$ cat src/rtl/watch_set_ctrl.sv
// Watch time-setting controller: captures live time into shadow registers,
// lets the user edit hour/min/sec with up/down, and strobes the result back.
module watch_set_ctrl #(
  parameter int unsigned TIMEOUT_S = 30
) (
  input  logic        clk,
  input  logic        rst,
  input  logic        en_1hz,
  input  logic        btn_mode,
  input  logic        btn_up,
  input  logic        btn_down,
  input  logic [4:0]  cur_hour,
  input  logic [5:0]  cur_min,
  input  logic [5:0]  cur_sec,
  output logic        set_watch,
  output logic [16:0] bin_watch,
  output logic        edit_active,
  output logic [1:0]  field_sel
);

  typedef enum logic [2:0] {
    IDLE,
    EDIT_HOUR,
    EDIT_MIN,
    EDIT_SEC,
    COMMIT
  } state_t;

  localparam logic [5:0] TIMEOUT_VAL = 6'(TIMEOUT_S);

  state_t     r_state;
  state_t     w_nextState;
  logic [4:0] r_hour;
  logic [5:0] r_min;
  logic [5:0] r_sec;
  logic [5:0] r_count;
  logic       w_isEdit;
  logic       w_anyBtn;
  logic       w_timeout;
  logic       w_step;

  assign w_isEdit  = (r_state == EDIT_HOUR) || (r_state == EDIT_MIN) || (r_state == EDIT_SEC);
  assign w_anyBtn  = btn_mode || btn_up || btn_down;
  assign w_timeout = w_isEdit && (r_count == TIMEOUT_VAL);
  // An expiring timeout overrides any press in the same cycle; mode beats up/down.
  assign w_step    = w_isEdit && !w_timeout && !btn_mode && (btn_up ^ btn_down);

  always_ff @(posedge clk or negedge rst) begin
    if (!rst) r_state <= IDLE;
    else      r_state <= w_nextState;
  end

  always_comb begin
    w_nextState = r_state;
    set_watch   = 1'b0;
    edit_active = 1'b0;
    field_sel   = 2'd0;
    case (r_state)
      IDLE: begin
        if (btn_mode) w_nextState = EDIT_HOUR;
      end
      EDIT_HOUR: begin
        edit_active = 1'b1;
        field_sel   = 2'd1;
        if (w_timeout)     w_nextState = IDLE;
        else if (btn_mode) w_nextState = EDIT_MIN;
      end
      EDIT_MIN: begin
        edit_active = 1'b1;
        field_sel   = 2'd2;
        if (w_timeout)     w_nextState = IDLE;
        else if (btn_mode) w_nextState = EDIT_SEC;
      end
      EDIT_SEC: begin
        edit_active = 1'b1;
        field_sel   = 2'd3;
        if (w_timeout)     w_nextState = IDLE;
        else if (btn_mode) w_nextState = COMMIT;
      end
      COMMIT: begin
        set_watch   = 1'b1;
        w_nextState = IDLE;
      end
      default: w_nextState = IDLE;
    endcase
  end

  always_ff @(posedge clk or negedge rst) begin
    if (!rst) begin
      r_hour <= 5'd0;
      r_min  <= 6'd0;
      r_sec  <= 6'd0;
    end else if ((r_state == IDLE) && btn_mode) begin
      r_hour <= cur_hour;
      r_min  <= cur_min;
      r_sec  <= cur_sec;
    end else if (w_step) begin
      case (r_state)
        EDIT_HOUR: begin
          if (btn_up) r_hour <= (r_hour >= 5'd23) ? 5'd0 : r_hour + 5'd1;
          else        r_hour <= ((r_hour == 5'd0) || (r_hour > 5'd23)) ? 5'd23 : r_hour - 5'd1;
        end
        EDIT_MIN: begin
          if (btn_up) r_min <= (r_min >= 6'd59) ? 6'd0 : r_min + 6'd1;
          else        r_min <= ((r_min == 6'd0) || (r_min > 6'd59)) ? 6'd59 : r_min - 6'd1;
        end
        EDIT_SEC: begin
          if (btn_up) r_sec <= (r_sec >= 6'd59) ? 6'd0 : r_sec + 6'd1;
          else        r_sec <= ((r_sec == 6'd0) || (r_sec > 6'd59)) ? 6'd59 : r_sec - 6'd1;
        end
        default: ;
      endcase
    end
  end

  // Outside the edit states the counter sits at zero, so entry to EDIT_HOUR starts fresh.
  always_ff @(posedge clk or negedge rst) begin
    if (!rst)            r_count <= 6'd0;
    else if (!w_isEdit)  r_count <= 6'd0;
    else if (w_anyBtn)   r_count <= 6'd0;
    else if (en_1hz)     r_count <= r_count + 6'd1;
  end

  assign bin_watch = {r_hour, r_min, r_sec};

endmodule

$ cat config.mk
export PLATFORM = sky130hd
export DESIGN_NAME = watch_set_ctrl
export DESIGN_NICKNAME = d
export VERILOG_FILES = /design/src/rtl/watch_set_ctrl.sv
export SDC_FILE = /design/constraint.sdc
export NUM_CORES = 1
export LEC_CHECK = 0
export BUFFER_PORTS_ARGS = -buffer_cell sky130_fd_sc_hd__buf_4
export CORE_ASPECT_RATIO = 1.5
export CORE_UTILIZATION = 51
export CTS_BUF_LIST = sky130_fd_sc_hd__clkbuf_16
export DETAILED_ROUTE_END_ITERATION = 6
export HOLD_SLACK_MARGIN = 0.06
export PLACE_DENSITY = 0.77
export REMOVE_ABC_BUFFERS = 1
export SLEW_MARGIN = 20
export SYNTH_ARGS = -nofsm -noshare
export SYNTH_HDL_FRONTEND = slang
export SYNTH_SLANG_ARGS = --single-unit
$ cat constraint.sdc
create_clock -name clk -period 1.9 [get_ports clk]
set_clock_uncertainty 0.15 [all_clocks]
set_input_delay 0.095 -clock clk [delete_from_list [all_inputs] [get_ports clk]]
set_output_delay 0.095 -clock clk [all_outputs]
set_load 0.02 [all_outputs]
==> flow_summary.ini, run 1 <==
[yosys]
yosys_register_bits = 26
synth.avg_cell_area_um2 = 7.999
post_synth_most_frequent_cells = sky130_fd_sc_hd__nor2_1 (36), sky130_fd_sc_hd__dfrtp_1 (26), sky130_fd_sc_hd__nand2_1 (24)
synthTopCellsByArea = sky130_fd_sc_hd__dfrtp_1 (29%), sky130_fd_sc_hd__nor2_1 (5.9%), sky130_fd_sc_hd__ha_1 (5.5%)
post-synth-top-area-fraction_pct = 28.54
asyncSetResetFlopFracSynth_pct = 100.0
muxShareOfSynthArea_pct = 0.4391
synth_simple_gate_area_share_pct = 25.69
synth.yosys.warnings = 0
syn_inst = 285
yosys.area_share.adder_pct = 5.488
part_of_the_yosys_area_used_for_sequential_elements_pct = 28.54
mappedNetlistArea_mm2 = 0.002280
synth.largest_area_cell = sky130_fd_sc_hd__dfrtp_1
synthMostInstantiatedCell = sky130_fd_sc_hd__nor2_1
post_synth_xor_area_fraction_pct = 4.995
synth_ff_type = sky130_fd_sc_hd__dfrtp_1
synth_compound_area_share_pct = 27.55
synth_top_family_by_area = compound AO/OA/AOI/OAI gates
synth_enable_flop_cells = 0
yosys.cell_types.count = 58

[worst_setup_path]
critical_path.cell_chain = inv_1 > ha_1 > or4b_4 > o211ai_2 > a21oi_2 > a211o_1 > o21ai_1
cpLargestDelayFamily = compound AO/OA/AOI/OAI gates
critical_path_cell_count = 7
worstReg2RegEnd = r_hour[0]$_DFFE_PN0P_
r2r-start = r_hour[1]$_DFFE_PN0P_
worstSetupStartpointType = flip-flop
critPathMaxFanout = 4
critical_path_required_ns = 1.95
timing.reg2reg.setup_slack_ns = 0.04
critical_path_class = reg2reg
crit_path_end_kind = flip-flop
critPathCapture = r_hour[0]$_DFFE_PN0P_
critPathLaunch = r_hour[1]$_DFFE_PN0P_
crit_buf_inv = 1
worst-endpoint-arrival_ns = 1.91
r2r.worst_path.cells = 7
crit_slowest_cell = sky130_fd_sc_hd__or4b_4
cp_slowest_stage_delay_ns = 0.48

[grt]
grt.overflow.total = 0
grt_util_overall_pct = 27.61
gr-usage-met1_pct = 32.98
gr-usage-met3_pct = 3.566
via_count_of_the_first_global_routing_pass = 2482
number_of_antenna_violations_at_the_first_check_in_global_routing = 0
grt_most_used_layer = met2
grt_max_degree = 30
grt.met2_usage_pct = 47.49
grt_first_pass_wirelength_um = 10650

[clock_tree]
cts.sink_count = 26
ctsLongestPathBuffers = 2
cts_tree = built
clk_pin_slew_ns = 0.07
ctsHtreeMaxLevel = 1
worstSkewPairLatency_ns = 0.27
cts-buffers-inserted = 3
clockRootBuffer = sky130_fd_sc_hd__clkbuf_16

[timing]
report.final.slew_viol_count = 0
final_critical_path_setup_slack_ns = 0.03623
final_hold_viol_count = 0
max_slew_margin_pct = 72.83
setup_repair_after_global_routing_missed_its_margin = true
sum_neg_setup_slack_ns = 0
hold_ws_ns = 0.05145
maxClockFrequency_ghz = 0.5365
finalCriticalPeriod_ns = 1.864
worstMarginPinSlew_ns = 0.4070
setup_violations = 0
timing.final.crit_share_pct = 98.09

[cells_and_area]
drive_above_1_share_pct = 33.15
diodes = 0
final_area_mm2 = 0.003209
syn_to_final_growth_pct = 40.78
fin_nets = 402

[routing]
first_pass_iters = 4
drt_iter0_markers = 138
post-route-drc-count = 0
route.antenna.remaining_nets = 0
final_wirelength_um = 6675
wire_per_inst_um = 16.12
dr_total_vias = 2533
route.detailed.vias_per_inst = 6.118

[placement]
post-dp-hpwl_um = 4452
placement.cell_area_mm2 = 0.002856
dp_worst_setup_slack_ns = 0.03086
place.port_buffers = 43
place.gp.congestion = 0.9043

[die]
floorplan.die.height_um = 83.89
start_util_pct = 53.70
die_outline_area_mm2 = 0.004747
coreArea_mm2 = 0.004245
die_width_um = 56.59
num_rows = 29
boundaryPins = 44

[power_and_ir_drop]
p_per_area_mw_per_mm2 = 1544
total_power_mw = 4.954
peak_vdd_ir_mv = 1.084
static-leakage-power_nw = 1.429

[worst_hold_path]
class_of_the_most_critical_hold_timing_path = in2reg

[run]
max_cap_violations = 0

[outcome]
status = completed
timing repair:
action                     CTS  global route
hold endpoints to repair    41             0
hold buffers                15             0
gates resized for setup      0            23
buffers inserted             0             1
setup endpoints to repair    0            11
flip-flops by register name, summed over array words and instances (netlist names):
signal and cells:
r_count 6, r_sec 6, r_state 3, r_min 6, r_hour 5
power by group:
group / internal, mW / switching (mW) / total, mW
clock: 0.283 / 0.211 / 0.494
sequential: 0.766 / 0.294 / 1.06
combinational: 1.58 / 1.82 / 3.40
through the flow:
stage                     std cells  utilization, %
final                           414           75.60
after CTS                       412           72.68
after floorplan                 265               -
after global placement          393           67.29
after detailed placement        393           67.29
after global routing            414           75.60
cell families after synthesis:
| group | count (synthesis) |
|---|---|
| mux | 1 |
| compound gates | 90 |
| fa+ha+maj | 10 |
| buf+inv | 32 |
| flops | 26 |
| simple gates | 113 |
| xor+xnor | 13 |
routing by layer:
metal	up-vias	routed length, um
met4	0	189
li1	1213	-
met3	22	324
met2	84	3486
met5	-	0
met1	1214	2674
worst min path at each step:
stage | start | end | slack [ns] | cells after the start
after floorplan | rst | r_count[0]$_DFFE_PN0P_ | -0.35 | 0
after global placement | rst | r_min[1]$_DFFE_PN0P_ | -0.11 | 1
after detailed placement | rst | r_min[1]$_DFFE_PN0P_ | -0.11 | 1
after CTS | cur_hour[4] | r_hour[4]$_DFFE_PN0P_ | 0.06 | 4
after global routing | cur_hour[3] | r_hour[3]$_DFFE_PN0P_ | 0.09 | 4
final | cur_hour[4] | r_hour[4]$_DFFE_PN0P_ | 0.05 | 4
cell usage in the layout (no fill, tap or decap), types with 3 or more instances in the layout:
cell | Yosys | routed
sky130_fd_sc_hd__dlygate4sd3_1 | 0 | 15
sky130_fd_sc_hd__inv_1 | 12 | 11
sky130_fd_sc_hd__a21oi_1 | 21 | 19
sky130_fd_sc_hd__a31oi_1 | 5 | 5
sky130_fd_sc_hd__buf_4 | 0 | 81
sky130_fd_sc_hd__clkbuf_16 | 0 | 4
sky130_fd_sc_hd__a21o_1 | 5 | 5
sky130_fd_sc_hd__dfrtp_1 | 26 | 22
sky130_fd_sc_hd__nand2b_1 | 4 | 3
sky130_fd_sc_hd__a311oi_1 | 6 | 3
sky130_fd_sc_hd__dfrtp_2 | 0 | 4
sky130_fd_sc_hd__nand2_1 | 24 | 24
sky130_fd_sc_hd__ha_1 | 10 | 8
sky130_fd_sc_hd__nand4_1 | 6 | 6
sky130_fd_sc_hd__a21oi_2 | 2 | 4
sky130_fd_sc_hd__o21ai_1 | 5 | 6
sky130_fd_sc_hd__o21ai_0 | 11 | 10
sky130_fd_sc_hd__xor2_1 | 5 | 5
sky130_fd_sc_hd__nand3_1 | 10 | 10
sky130_fd_sc_hd__a311oi_2 | 0 | 3
sky130_fd_sc_hd__xnor2_1 | 8 | 8
sky130_fd_sc_hd__nor2_1 | 36 | 36
sky130_fd_sc_hd__a211oi_1 | 7 | 5
sky130_fd_sc_hd__o22ai_1 | 4 | 4
sky130_fd_sc_hd__nor3_1 | 9 | 9
cell type report:
type / instances / area, um^2
Multi-Input combinational cell: 227 / 1549
Fill cell: 323 / 1036
Timing Repair Buffer: 99 / 823.3
Sequential cell: 26 / 655.6
Clock buffer: 3 / 75.07
Tap cell: 46 / 57.56
Inverter: 12 / 45.04
Clock inverter: 1 / 3.754
worst register-to-register path: cells and delay by family, from the launching register on:
family / cells / cell delay [ns]
buffers and inverters: 1 / 0.08
AOI/OAI and AO/OA: 4 / 0.53
DFF: 1 / 0.42
and+or+nand+nor: 1 / 0.48
adders and majority gates: 1 / 0.15
(Power assumes the default switching activity.)
==> inputs of run 2 (changes only) <==
--- a/config.mk
+++ b/config.mk
@@ -8,7 +8,6 @@
 export BUFFER_PORTS_ARGS = -buffer_cell sky130_fd_sc_hd__buf_4
 export CORE_ASPECT_RATIO = 1.5
 export CORE_UTILIZATION = 51
-export CTS_BUF_LIST = sky130_fd_sc_hd__clkbuf_16
 export DETAILED_ROUTE_END_ITERATION = 6
 export HOLD_SLACK_MARGIN = 0.06
 export PLACE_DENSITY = 0.77
==> flow_summary.ini, run 2 (synthesis gave the netlist of run 1 again) <==
[routing]
route.antenna.remaining_nets = 0
wire_per_inst_um = 15.99
final_wirelength_um = 6698
route.detailed.vias_per_inst = 6.172
dr_total_vias = 2586
post-route-drc-count = 0
first_pass_iters = 5
drt_iter0_markers = 155

[clock_tree]
cts.sink_count = 26
ctsLongestPathBuffers = 2
clockRootBuffer = sky130_fd_sc_hd__clkbuf_8
cts_tree = built
worstSkewPairLatency_ns = 0.28
ctsHtreeMaxLevel = 1
clk_pin_slew_ns = 0.11
cts-buffers-inserted = 3

[power_and_ir_drop]
peak_vdd_ir_mv = 1.074
p_per_area_mw_per_mm2 = 1502
total_power_mw = 4.860
static-leakage-power_nw = 1.444

[timing]
report.final.slew_viol_count = 0
setup_violations = 0
max_slew_margin_pct = 71.03
sum_neg_setup_slack_ns = 0
finalCriticalPeriod_ns = 1.867
final_critical_path_setup_slack_ns = 0.03252
worstMarginPinSlew_ns = 0.4340
setup_repair_after_global_routing_missed_its_margin = true
final_hold_viol_count = 0
maxClockFrequency_ghz = 0.5355
timing.final.crit_share_pct = 98.29
hold_ws_ns = 0.06739

[worst_setup_path]
crit_path_end_kind = flip-flop
timing.reg2reg.setup_slack_ns = 0.03
critPathMaxFanout = 4
cpLargestDelayFamily = compound AO/OA/AOI/OAI gates
critical_path.cell_chain = inv_1 > ha_1 > or4b_4 > o211ai_2 > a21oi_2 > a211o_1 > o21ai_1
critical_path_class = reg2reg
critical_path_required_ns = 1.97
cp_slowest_stage_delay_ns = 0.48
crit_slowest_cell = sky130_fd_sc_hd__or4b_4
worst-endpoint-arrival_ns = 1.94
crit_buf_inv = 1
worstSetupStartpointType = flip-flop

[die]
num_rows = 29
coreArea_mm2 = 0.004245
die_outline_area_mm2 = 0.004747
start_util_pct = 53.70
floorplan.die.height_um = 83.89
boundaryPins = 44
die_width_um = 56.59

[run]
max_cap_violations = 0

[placement]
dp_cells = 393
place.gp.congestion = 0.9043
post-dp-hpwl_um = 4452
dp_worst_setup_slack_ns = 0.03086
placement.cell_area_mm2 = 0.002856
place.port_buffers = 43

[cells_and_area]
finish.utilization_pct = 76.22
fin_cells = 419
biggest_regs = r_count x6, r_min x6, r_sec x6
fin_nets = 407
layout.cells.most_common_list = sky130_fd_sc_hd__buf_4 (83), sky130_fd_sc_hd__nor2_1 (36), sky130_fd_sc_hd__nand2_1 (24)
diodes = 0
layout_commonest_cell = sky130_fd_sc_hd__buf_4
drive_above_1_share_pct = 33.78
syn_to_final_growth_pct = 41.93
final_area_mm2 = 0.003236

[grt]
via_count_of_the_first_global_routing_pass = 2494
grt_util_overall_pct = 27.63
number_of_antenna_violations_at_the_first_check_in_global_routing = 0
grt_first_pass_wirelength_um = 10680
grt.overflow.total = 0
grt_max_degree = 30

[worst_hold_path]
class_of_the_most_critical_hold_timing_path = in2reg

[outcome]
status = completed
run 2: changes by cell type in the layout (fill, tap and decap cells not counted), sizes merged:
cell         previous run  this run
buf                    83        85
dlygate4sd3            15        18
clkbuf                  4         5
clkinv                  1         0
run 2: area by class of cell:
cell class,count,area [um^2]
clock buffers,4,55.05
fillers,316,1010
inverters,12,45.04
multi-input cells,227,1554
flip-flops and latches,26,655.6
well taps,46,57.56
repair buffers,104,868.3
run 2: power breakdown:
part           internal, mW  switching, mW  total (mW)  leakage (nW)
Combinational          1.59           1.82        3.41          1.10
Sequential            0.764          0.291        1.06         0.317
Clock                 0.186          0.205       0.391        0.0288
Total                  2.54           2.32        4.86          1.44
run 2: worst paths after layout:
kind | from | endpoint | cells past startpoint
worst max-delay path | r_hour[1]$_DFFE_PN0P_ | r_hour[0]$_DFFE_PN0P_ | 7
worst min-delay path | btn_down | r_count[4]$_DFFE_PN0P_ | 4
worst max register to register | r_hour[1]$_DFFE_PN0P_ | r_hour[0]$_DFFE_PN0P_ | 7
worst min register to register | r_count[4]$_DFFE_PN0P_ | r_count[4]$_DFFE_PN0P_ | 2
max in group asynchronous | rst | r_state[1]$_DFFE_PN0P_ | 2
min in group asynchronous | rst | r_min[5]$_DFFE_PN0P_ | 2
run 2: tightest hold or removal path, delay by kind of cell:
kind | cells | cell delay, ns
compound gates | 1 | 0.06
buf+inv | 1 | 0.09
simple gates | 2 | 0.21
run 2: repair_timing:
action                                  4_1_cts  5_1_grt
setup buffers                                 0        3
endpoints found under the setup margin        0       12
hold buffers                                 18        0
gates resized for setup                       0       24
endpoints found under the hold margin        46        0
run 2: per-layer routing:
layer	wire length, um	vias to the layer above	track usage [%]
met3	374	27	3.566
li1	-	1220	-
met5	0	-	0
met4	216	0	15.74
met2	3400	126	45.88
met1	2707	1213	33.63
==> inputs of run 3 (changes only) <==
--- a/config.mk
+++ b/config.mk
@@ -7,10 +7,10 @@
 export LEC_CHECK = 0
 export BUFFER_PORTS_ARGS = -buffer_cell sky130_fd_sc_hd__buf_4
 export CORE_ASPECT_RATIO = 1.5
-export CORE_UTILIZATION = 51
+export CORE_UTILIZATION = 55
 export DETAILED_ROUTE_END_ITERATION = 6
 export HOLD_SLACK_MARGIN = 0.06
-export PLACE_DENSITY = 0.77
+export PLACE_DENSITY = 0.79
 export REMOVE_ABC_BUFFERS = 1
 export SLEW_MARGIN = 20
 export SYNTH_ARGS = -nofsm -noshare
==> constraint.sdc (replaced) <==
create_clock -name clk -period 2.05 [get_ports clk]
set_clock_uncertainty 0.15 [all_clocks]
set_input_delay 0.1025 -clock clk [delete_from_list [all_inputs] [get_ports clk]]
set_output_delay 0.1025 -clock clk [all_outputs]
set_load 0.02 [all_outputs]
==> flow_summary.ini, run 3 (synthesis gave the netlist of run 1 again) <==
[cells_and_area]
syn_to_final_growth_pct = 28.16
biggest_regs = r_count x6, r_min x6, r_sec x6
diodes = 0
fin_cells = 393
layout_commonest_cell = sky130_fd_sc_hd__buf_4
fin_nets = 382
finish.utilization_pct = 73.80
layout.cells.most_common_list = sky130_fd_sc_hd__buf_4 (62), sky130_fd_sc_hd__nor2_1 (36), sky130_fd_sc_hd__dfrtp_1 (25)
drive_above_1_share_pct = 24.71
final_area_mm2 = 0.002922

[worst_setup_path]
critPathMaxFanout = 10
timing.reg2reg.setup_slack_ns = 0.09
critical_path_required_ns = 2.07
r2r-start = r_count[0]$_DFFE_PN0P_
worstSetupStartpointType = flip-flop
r2r.worst_path.cells = 6
worstReg2RegEnd = r_hour[3]$_DFFE_PN0P_
worst-endpoint-arrival_ns = 1.98
crit_path_end_kind = flip-flop
critical_path_class = reg2reg

[timing]
final_hold_viol_count = 0
finalCriticalPeriod_ns = 1.958
setup_violations = 0
sum_neg_setup_slack_ns = 0
maxClockFrequency_ghz = 0.5108
timing.final.crit_share_pct = 95.49
setup_repair_after_global_routing_missed_its_margin = true
worstMarginPinSlew_ns = 0.4157
report.final.slew_viol_count = 0
max_slew_margin_pct = 72.03

[grt]
grt.overflow.total = 0
grt_first_pass_wirelength_um = 9646
grt_max_degree = 31
grt_util_overall_pct = 29.11
via_count_of_the_first_global_routing_pass = 2237
number_of_antenna_violations_at_the_first_check_in_global_routing = 0

[placement]
placement.cell_area_mm2 = 0.002700
place.gp.congestion = 0.8952
post-dp-hpwl_um = 4231
dp_cells = 373
place.port_buffers = 43

[clock_tree]
cts_tree = built
clockRootBuffer = sky130_fd_sc_hd__clkbuf_8
clk_pin_slew_ns = 0.10
ctsLongestPathBuffers = 2
cts.sink_count = 26
worstSkewPairLatency_ns = 0.28
ctsHtreeMaxLevel = 1
cts-buffers-inserted = 3
post-cts-setup-buffers = 0

[routing]
wire_per_inst_um = 15.30
first_pass_iters = 4
route.detailed.vias_per_inst = 6.158
dr_total_vias = 2420
final_wirelength_um = 6014
drt_iter0_markers = 78
post-route-drc-count = 0
route.antenna.remaining_nets = 0

[die]
num_rows = 28
die_width_um = 54.57
coreArea_mm2 = 0.003959
floorplan.die.height_um = 80.85
boundaryPins = 44
start_util_pct = 57.59
die_outline_area_mm2 = 0.004412

[worst_hold_path]
hold-path-cell-count = 4
timing.hold.worst_endpoint = r_hour[0]$_DFFE_PN0P_
class_of_the_most_critical_hold_timing_path = in2reg
min_from = cur_hour[0]

[power_and_ir_drop]
peak_vdd_ir_mv = 0.9283
total_power_mw = 4.082
p_per_area_mw_per_mm2 = 1397
static-leakage-power_nw = 1.300

[outcome]
status = completed

[run]
max_cap_violations = 0
-- run 3: cell types whose count changed in the layout (fill, tap and decap cells not counted), moves of 3 or more --
| cell | before | now |
|---|---|---|
| sky130_fd_sc_hd__buf_4 | 83 | 62 |
| sky130_fd_sc_hd__a211oi_2 | 3 | 0 |
| sky130_fd_sc_hd__a211oi_1 | 4 | 7 |
| sky130_fd_sc_hd__a311oi_2 | 3 | 0 |
| sky130_fd_sc_hd__a311oi_1 | 3 | 6 |
| sky130_fd_sc_hd__dfrtp_2 | 4 | 1 |
| sky130_fd_sc_hd__dfrtp_1 | 22 | 25 |
-- run 3: layout make-up --
class	instances	area, um^2
multi-input cells	227	1468
fillers	324	1037
flip-flops and latches	26	651.9
repair buffers	79	645.6
well taps	45	56.30
clock buffers	4	55.05
inverters	12	45.04
-- run 3: repair_timing --
item | in CTS | in global routing
resized for setup | 0 | 4
hold buffers | 16 | 0
setup endpoints to repair | 0 | 4
hold endpoints to repair | 43 | 0
-- run 3: power by group --
part	switching, mW	internal (mW)	leakage (nW)	total [mW]
Sequential	0.275	0.703	0.321	0.978
Clock	0.174	0.172	0.0288	0.347
Combinational	1.52	1.23	0.950	2.76
-- run 3: worst max-delay path by stage --
stage	startpoint	end	slack [ns]
floorplan	r_min[0]$_DFFE_PN0P_	r_min[2]$_DFFE_PN0P_	0.005
global route	r_count[0]$_DFFE_PN0P_	r_hour[3]$_DFFE_PN0P_	-0.03
detailed placement	r_count[0]$_DFFE_PN0P_	r_hour[3]$_DFFE_PN0P_	0.12
finish	r_count[0]$_DFFE_PN0P_	r_hour[3]$_DFFE_PN0P_	0.09
CTS	r_hour[0]$_DFFE_PN0P_	r_hour[0]$_DFFE_PN0P_	0.10
global placement	r_sec[1]$_DFFE_PN0P_	r_sec[3]$_DFFE_PN0P_	0.14
-- run 3: routing by layer --
metal	GRT usage, %	part of all wire, %	up-vias
li1	-	-	1170
met1	35.36	42	1161
met2	50.24	52	80
met3	4.307	4.5	9
met4	10.26	1.4	0
met5	0	0	-
-- run 3: per-stage QoR --
stage | setup slack (ns) | hold slack, ns
6_report | 0.09242 | 0.06685
5_1_grt | -0.02712 | 0.1006
4_1_cts | 0.1026 | 0.06124
3_5_place_dp | 0.1244 | -0.1156
3_3_place_gp | 0.1399 | -0.1189
2_1_floorplan | 0.005343 | -0.3431
-- run 3: critical path, cell delays in order (launching register included) --
cell and delay (ns):
sky130_fd_sc_hd__dfrtp_1 0.43, sky130_fd_sc_hd__inv_1 0.07, sky130_fd_sc_hd__ha_1 0.16, sky130_fd_sc_hd__nand4_1 0.25, sky130_fd_sc_hd__a21oi_2 0.46, sky130_fd_sc_hd__nor2_1 0.10
sky130_fd_sc_hd__a22o_1 0.23
